File: src/rtl/seq_lshift.sv
// seq_lshift: multi-cycle variable left shifter, one bit position per clock.
// Ready/valid on both sides, one request in flight, and a sticky flag that
// records whether any set bit was pushed out past the MSB.
module seq_lshift #(
  parameter int WIDTH = 8,
  parameter int AMTW  = 8
) (
  input  logic             clk,
  input  logic             reset,
  input  logic             in_valid,
  output logic             in_ready,
  input  logic [WIDTH-1:0] in_data,
  input  logic [AMTW-1:0]  in_amt,
  output logic             out_valid,
  input  logic             out_ready,
  output logic [WIDTH-1:0] out_data,
  output logic             out_ovf,
  output logic             busy
);

  localparam logic [1:0] IDLE  = 2'd0;
  localparam logic [1:0] SHIFT = 2'd1;
  localparam logic [1:0] DONE  = 2'd2;

  // Wide enough to hold both in_amt and WIDTH, so the saturation compare
  // stays unsigned and correct whatever AMTW is.
  localparam int CMPW = (AMTW > 31) ? (AMTW + 1) : 32;

  logic [1:0]       state_r;
  logic [1:0]       state_nxt_s;
  logic [WIDTH-1:0] data_r;
  logic [WIDTH-1:0] data_nxt_s;
  logic [AMTW-1:0]  cnt_r;
  logic [AMTW-1:0]  cnt_nxt_s;
  logic             ovf_r;
  logic             ovf_nxt_s;
  logic [CMPW-1:0]  amt_ext_s;
  logic             amt_sat_s;
  logic             amt_zero_s;

  assign amt_ext_s  = CMPW'(in_amt);
  assign amt_sat_s  = (amt_ext_s >= CMPW'(WIDTH));
  assign amt_zero_s = (in_amt == {AMTW{1'b0}});

  // Outputs come straight from state/datapath registers; no comb logic on data.
  assign in_ready  = (state_r == IDLE);
  assign out_valid = (state_r == DONE);
  assign busy      = (state_r != IDLE);
  assign out_data  = data_r;
  assign out_ovf   = ovf_r;

  // Next-state and datapath update for the accept / shift / hand-off sequence.
  always_comb begin
    state_nxt_s = state_r;
    data_nxt_s  = data_r;
    cnt_nxt_s   = cnt_r;
    ovf_nxt_s   = ovf_r;
    case (state_r)
      IDLE: begin
        if (in_valid) begin
          if (amt_zero_s) begin
            data_nxt_s  = in_data;
            ovf_nxt_s   = 1'b0;
            state_nxt_s = DONE;
          end else if (amt_sat_s) begin
            // Everything leaves through the MSB at once; no iteration needed.
            data_nxt_s  = {WIDTH{1'b0}};
            ovf_nxt_s   = (in_data != {WIDTH{1'b0}});
            state_nxt_s = DONE;
          end else begin
            data_nxt_s  = in_data;
            ovf_nxt_s   = 1'b0;
            cnt_nxt_s   = in_amt;
            state_nxt_s = SHIFT;
          end
        end else begin
          state_nxt_s = IDLE;
        end
      end
      SHIFT: begin
        ovf_nxt_s  = ovf_r | data_r[WIDTH-1];
        data_nxt_s = {data_r[WIDTH-2:0], 1'b0};
        cnt_nxt_s  = cnt_r - {{(AMTW-1){1'b0}}, 1'b1};
        if (cnt_r == {{(AMTW-1){1'b0}}, 1'b1}) begin
          state_nxt_s = DONE;
        end else begin
          state_nxt_s = SHIFT;
        end
      end
      DONE: begin
        // Result (data_r, ovf_r) is left in place after the hand-off.
        if (out_ready) begin
          state_nxt_s = IDLE;
        end else begin
          state_nxt_s = DONE;
        end
      end
      default: begin
        state_nxt_s = IDLE;
        data_nxt_s  = {WIDTH{1'b0}};
        cnt_nxt_s   = {AMTW{1'b0}};
        ovf_nxt_s   = 1'b0;
      end
    endcase
  end

  // State and datapath registers; reset wins over any handshake.
  always_ff @(posedge clk) begin
    if (reset) begin
      state_r <= IDLE;
      data_r  <= {WIDTH{1'b0}};
      cnt_r   <= {AMTW{1'b0}};
      ovf_r   <= 1'b0;
    end else begin
      state_r <= state_nxt_s;
      data_r  <= data_nxt_s;
      cnt_r   <= cnt_nxt_s;
      ovf_r   <= ovf_nxt_s;
    end
  end

endmodule

File: config.mk
export PLATFORM = sky130hd
export DESIGN_NAME = seq_lshift
export DESIGN_NICKNAME = d
export VERILOG_FILES = /design/src/rtl/seq_lshift.sv
export SDC_FILE = /design/constraint.sdc
export NUM_CORES = 1
export LEC_CHECK = 0
export CORE_MARGIN = 3
export CORE_UTILIZATION = 40
export CTS_CLUSTER_SIZE = 20
export DETAILED_ROUTE_END_ITERATION = 16
export GPL_ROUTABILITY_DRIVEN = 0
export PLACE_DENSITY = 0.8
export SYNTH_ARGS = -nofsm -noshare
export SYNTH_HDL_FRONTEND = slang
export SYNTH_SLANG_ARGS = --single-unit
File: constraint.sdc
create_clock -name clk -period 1.85 [get_ports clk]
set_clock_uncertainty 0.15 [all_clocks]
set_input_delay 0.185 -clock clk [delete_from_list [all_inputs] [get_ports clk]]
set_output_delay 0.185 -clock clk [all_outputs]
set_load 0.02 [all_outputs]
==> impl_metrics.env <==
export IMPL_endpoint_kind="flip-flop"
export IMPL_status="finished, final reports clean"
export IMPL_clock_sinks=19
export IMPL_clockBufferDepth=2
export IMPL_core_area_sq_um=2280
export IMPL_dp_hpwl_mm=2.10
export IMPL_yosysWarnings=0
export IMPL_seqCellArea_sq_um=382
export IMPL_grt_max_degree=13
export IMPL_antenna_found_initial=0
export IMPL_vias_per_cell=5.89
export IMPL_arrival_ns=1.78
export IMPL_grt_overflow=0
export IMPL_synth_edf_count=0
export IMPL_wire_per_inst_um=15.1
export IMPL_cts_buffers_inserted=3
export IMPL_hold_end="cnt_r[6]$_SDFFE_PP0P_"
export IMPL_cpMaxStageDelayCell="a2111oi_0"
export IMPL_cp_cell_sequence="inv_1 > ha_1 > and3b_1 > and3_1 > a2111oi_0"
export IMPL_fin_nets=180
export IMPL_tritoncts="done"
export IMPL_synth_top_cell_by_area="dfxtp_1"
export IMPL_setup_viol=0
export IMPL_row_count=17
export IMPL_path_max_fanout=4
export IMPL_syn_area_per_cell_sq_um=8.47
export IMPL_max_cap_viol_count=0
export IMPL_dp_cells=181
export IMPL_die_y_um=55.8
export IMPL_ios=32
export IMPL_slew_violations=0
export IMPL_syn2layout_area_growth_pct=43.9
export IMPL_htree_levels=1
export IMPL_async_flop_share_pct=0
export IMPL_via_count=1090
export IMPL_synthCells=117
export IMPL_portBuffers=31
export IMPL_diodes=0
export IMPL_r2r_worst_path_cells=5
export IMPL_cts_post_setup_buffers_inserted=0
export IMPL_slew_headroom_pct=54.1
export IMPL_ant_nets=0
export IMPL_ys_seq_area_share_pct=38.4
export IMPL_synthDominantCellAreaShare_pct=38.4
export IMPL_p_leak_uw=0.000532
export IMPL_cp_required_ns=1.86
export IMPL_syn_area_sq_um=991
export IMPL_cts_clk_slew_worst_paths_ns=0.12
export IMPL_worst_pin_slew_ns=0.688
export IMPL_first_pass_iters=5
export IMPL_grt_usage_pct=18.4
export IMPL_synth_area_top_cells="dfxtp_1 38%, a222oi_1 7.1%, nor2_1 6.8%, a21oi_1 6.1%, o21ai_0 3.0%"
export IMPL_yosysUniqueCellTypes=38
export IMPL_r2r_slack_ns=0.08
export IMPL_stdcell_count=185
export IMPL_wl_mm=2.80
export IMPL_cts_hold_repair_buffers=0
export IMPL_clkLatencyLatePin_ns=0.31
export IMPL_hold_ws_ns=0.358
export IMPL_cpPeakStageDelay_ns=0.46
export IMPL_synthFlopType="dfxtp_1"
export IMPL_drt_iter0_drc=55
export IMPL_start_util_pct=43.5
export IMPL_tns_ns=0
export IMPL_rsz0062_at_grt="no"
export IMPL_min_period_ns=1.77
export IMPL_synth_nets=139
export IMPL_die_area_sq_um=3110
export IMPL_drcViolationCount=0
export IMPL_grt_pass1_vias=1063
export IMPL_critPathLaunchType="flip-flop"
export IMPL_hold_viol=0
export IMPL_multiInputGateArea_sq_um=564
export IMPL_drive_above_1_share_pct=13.4
export IMPL_finalCritPeriodShare_pct=95.7
export IMPL_r2r_start="cnt_r[1]$_SDFFE_PP0P_"
export IMPL_synth_seq_cells=19
export IMPL_vdd_drop_max_mv=0.578
export IMPL_grt_pass1_wl_mm=4.68
export IMPL_cts_root_buffer="clkbuf_4"
export IMPL_hold_depth=2
export IMPL_r2r_end="state_r[0]$_SDFF_PP0_"
export IMPL_min_from="cnt_r[6]$_SDFFE_PP0P_"
export IMPL_hp_class="reg2reg"
export IMPL_die_x_um=55.8
export IMPL_power_density_nw_per_um2=565
export IMPL_max_freq_mhz=565
export IMPL_crit_family="compound AO/OA/AOI/OAI gates"
export IMPL_critPathKind="reg2reg"
export IMPL_fill_cells=182
export IMPL_cp_num_buf_inv=1
==> area by class of cell <==
cell class,count,share of cell area (%)
clock inverters,1,0.526
clock buffers,3,1.58
inverters,6,1.58
flip-flops and latches,19,26.8
multi-input cells,86,39.6
well taps,28,2.46
repair buffers,42,27.5
==> per-stage QoR <==
| step | total power (uW) | utilization (%) | worst slack [ns] | cell area (sq um) |
|---|---|---|---|---|
| after floorplan | 494 | - | 0.258 | 991 |
| after global placement | 587 | 61.2 | -0.130 | 1390 |
| after detailed placement | 590 | 61.2 | -0.187 | 1390 |
| after CTS | 806 | 62.6 | 0.0247 | 1420 |
| after global routing | 838 | 62.7 | 0.0109 | 1430 |
| final | 806 | 62.7 | 0.0792 | 1430 |
==> cells in the final DEF (no fill, tap or decap), drive strengths merged <==
cell type      count
clkdlybuf4s50     28
dfxtp             19
nor2              18
a21oi             12
buf               11
a222oi             7
inv                6
o21ai              6
a31oi              4
nand2              4
nor4               4
or3                3
nor3               3
clkbuf             3
nand3              2
a211oi             2
ha                 2
dlygate4sd2        2
and3               2
or4                2
and2b              1
nor2b              1
a22oi              1
nand2b             1
a41oi              1
nand4              1
nand3b             1
and3b              1
or4b               1
o2111ai            1
a21o               1
xnor2              1
mux2i              1
o311ai             1
a2111oi            1
clkinvlp           1
dlymetal6s2s       1
==> tightest hold or removal path, stage by stage (launching register included) <==
cell and delay (ns):
dfxtp_1 0.34, o21ai_0 0.07, a21oi_1 0.06
==> cells in the mapped netlist (2+ instances only) <==
master	count
buf_2	2
nand2_1	4
a31oi_1	4
nor2_1	18
dfxtp_1	19
nor3_1	3
nor4_1	3
a211oi_1	2
o21ai_0	6
inv_1	6
or3_1	3
a222oi_1	7
a21oi_1	12
ha_1	2
nand3_1	2
clkbuf_1	2
==> power breakdown <==
part	switching, uW	leakage [uW]	internal (uW)
Clock	144	0.0000139	82.5
Combinational	74.3	0.000364	81.0
Sequential	8.10	0.000154	416
Total	226	0.000532	580
==> logic make-up after synthesis <==
| group | after synthesis | share of synthesized area, % |
|---|---|---|
| simple gates | 45 | 25.1 |
| compound gates | 37 | 27.1 |
| flops | 19 | 38.4 |
| buf+inv | 12 | 4.92 |
| fa+ha+maj | 2 | 2.52 |
| xor+xnor | 1 | 0.884 |
| mux | 1 | 1.01 |
==> worst max path at each step <==
stage / startpoint / to / slack, ns / depth (start not counted)
2_1_floorplan: state_r[0]$_SDFF_PP0_ / out_data[1]$_SDFFE_PP0P_ / 0.26 / 5
3_3_place_gp: in_amt[5] / cnt_r[1]$_SDFFE_PP0P_ / -0.13 / 5
3_5_place_dp: in_amt[5] / out_data[5]$_SDFFE_PP0P_ / -0.19 / 6
4_1_cts: state_r[0]$_SDFF_PP0_ / busy / 0.02 / 3
5_1_grt: state_r[1]$_SDFF_PP0_ / out_ovf$_SDFFE_PP0P_ / 0.01 / 4
6_report: cnt_r[1]$_SDFFE_PP0P_ / state_r[0]$_SDFF_PP0_ / 0.08 / 5
==> registers in the layout (all words and copies together), names as in the netlist <==
register,flops
cnt_r,8
out_data,8
state_r,2
out_ovf,1
==> metal layers <==
| layer | global-route usage, % | wire length [um] | vias to the layer above |
|---|---|---|---|
| met5 | 0 | 0 | - |
| met4 | 3.82 | 34 | 0 |
| met3 | 5.80 | 164 | 5 |
| met2 | 32.4 | 1390 | 41 |
| met1 | 21.6 | 1210 | 516 |
| li1 | - | - | 528 |
==> repair_timing <==
action | CTS | global route
pin swaps | 0 | 0
resized for setup | 4 | 1
setup endpoints to repair | 3 | 1
(Power assumes the default switching activity.)
==> patch: new RTL, same settings <==
Set the parameter `AMTW` to 16 (it was 8).
--- a/src/rtl/seq_lshift.sv
+++ b/src/rtl/seq_lshift.sv
@@ -3,7 +3,7 @@
 // records whether any set bit was pushed out past the MSB.
 module seq_lshift #(
   parameter int WIDTH = 8,
-  parameter int AMTW  = 8
+  parameter int AMTW  = 16
 ) (
   input  logic             clk,
   input  logic             reset,
Interface: changed (resized in_amt); port bits go from 32 to 40. No check against the original RTL was run, so the function may have changed too.
==> patch against the original RTL <==
Setup slack worse by 54 ps; total power is 36% higher; cell area is 55% higher; sequential cell count is 8 higher; combinational power is 3% lower; routed wire length is 49% higher; area after synthesis is 58% higher; final cell count is 56% higher; synthesized cell count is 57% higher; sequential power is 39% higher.
==> patch: results (changes against the original RTL) <==
| Metric | Value |
|---|---|
| Largest net degree at the start of global routing | `23 (+10)` |
| Synth Area in Compound Gates | `27.60% (+0.45 points)` |
| Seq/Total Area, Yosys | `34.56% (-3.8 points)` |
| R2R depth | `6 (+1)` |
| Global Route Usage Sum | `19.25% (+0.89 points)` |
| Multiplexer share of the synthesized area | `2.000% (+0.99 points)` |
| Met2 GRT Util | `32.66% (+0.23 points)` |
| VDD IR-drop max | `0.0004177 V (-28%)` |
| Grt met3 use | `3.241% (-2.6 points)` |
| Net Count, Synth | `214 (+54%)` |
| IO buf count | `39 (+26%)` |
| Drt pass-1 iters | `4 (-1)` |
| Vias in the first global route | `1539 (+45%)` |
| Worst-Margin Slew | `573.4 ps (-114.8 ps)` |
| Cell leakage power | `0.0008270 uW (+56%)` |
| Initial detailed-routing violation count | `53 (-3.6%)` |
| Post-synthesis xor/xnor area fraction | `0% (-0.88 points)` |
| Crit path arrival time | `1870 ps (+90 ps)` |
| DP Worst Slack | `-136.7 ps (+50.27 ps)` |
| Synth cell types | `51 (+34%)` |
| HP Class | `input port to flip-flop` |
| Share of layout cells above drive strength 1 | `20.00% (+6.6 points)` |
| Hold Path Depth | `3 (+1)` |
| Final nets | `271 (+51%)` |
| Status | `finished, final reports clean` |
| DR vias/cell | `5.781 (-1.9%)` |
| FILL cells | `331 (+82%)` |
patch: logic make-up after synthesis:
group,after synthesis
flip-flops,27
buffers and inverters,19
AO/OA/AOI/OAI,61
multiplexers,3
AND/OR/NAND/NOR,72
adder cells (fa/ha/maj),2
patch: through the flow:
step                std cells  utilization [%]  power, uW  setup TNS, ps  instance area [sq um]
floorplan                 184                -      661.5              0                   1567
global placement          282            56.46      752.8          -1101                   2098
detailed placement        282            56.46      754.3          -1106                   2098
CTS                       286            57.81       1096              0                   2148
global route              288            59.63       1130         -103.9                   2216
finish                    288            59.63       1100              0                   2216
patch: power by group:
part | total [uW] | internal [uW] | leakage, uW | switching [uW]
Combinational | 150 | 86.4 | 0.000586 | 64.0
Sequential | 590 | 585 | 0.000220 | 5.47
Clock | 359 | 153 | 0.0000217 | 206
patch: repair_timing:
action,in CTS,in global routing
setup endpoints to repair,4,11
hold endpoints to repair,0,0
gates cloned,0,0
pin swaps,2,6
buffers inserted,0,2
gates resized for setup,3,13
patch: cell type report:
| type | instances | share of cell area, % |
|---|---|---|
| Sequential cell | 27 | 24.62 |
| Clock inverter | 1 | 0.3388 |
| Multi-Input combinational cell | 138 | 43.03 |
| Inverter | 7 | 1.186 |
| Clock buffer | 3 | 1.863 |
| Tap cell | 48 | 2.710 |
| Timing Repair Buffer | 64 | 26.26 |
patch: worst max-delay path, stage by stage, from the launching register on:
cell      delay [ps]
dfxtp_2          360
inv_2             90
ha_4             130
or3b_4           400
nor3_4           240
a41oi_2          130
a311oi_1         240
patch: worst paths after layout:
kind / to / slack (ps) / from
worst max-delay path: cnt_r[14]$_SDFFE_PP0P_ / 30 / cnt_r[1]$_SDFFE_PP0P_
worst min-delay path: out_data[2]$_SDFFE_PP0P_ / 330 / in_data[2]
worst max register to register: cnt_r[14]$_SDFFE_PP0P_ / 30 / cnt_r[1]$_SDFFE_PP0P_
worst min register to register: cnt_r[12]$_SDFFE_PP0P_ / 340 / cnt_r[12]$_SDFFE_PP0P_
patch: layer usage:
layer	share of wire, %	routed length [microns]
met4	1.6	66
met3	5.9	247
met2	48	2013
met1	44	1844
met5	0	0
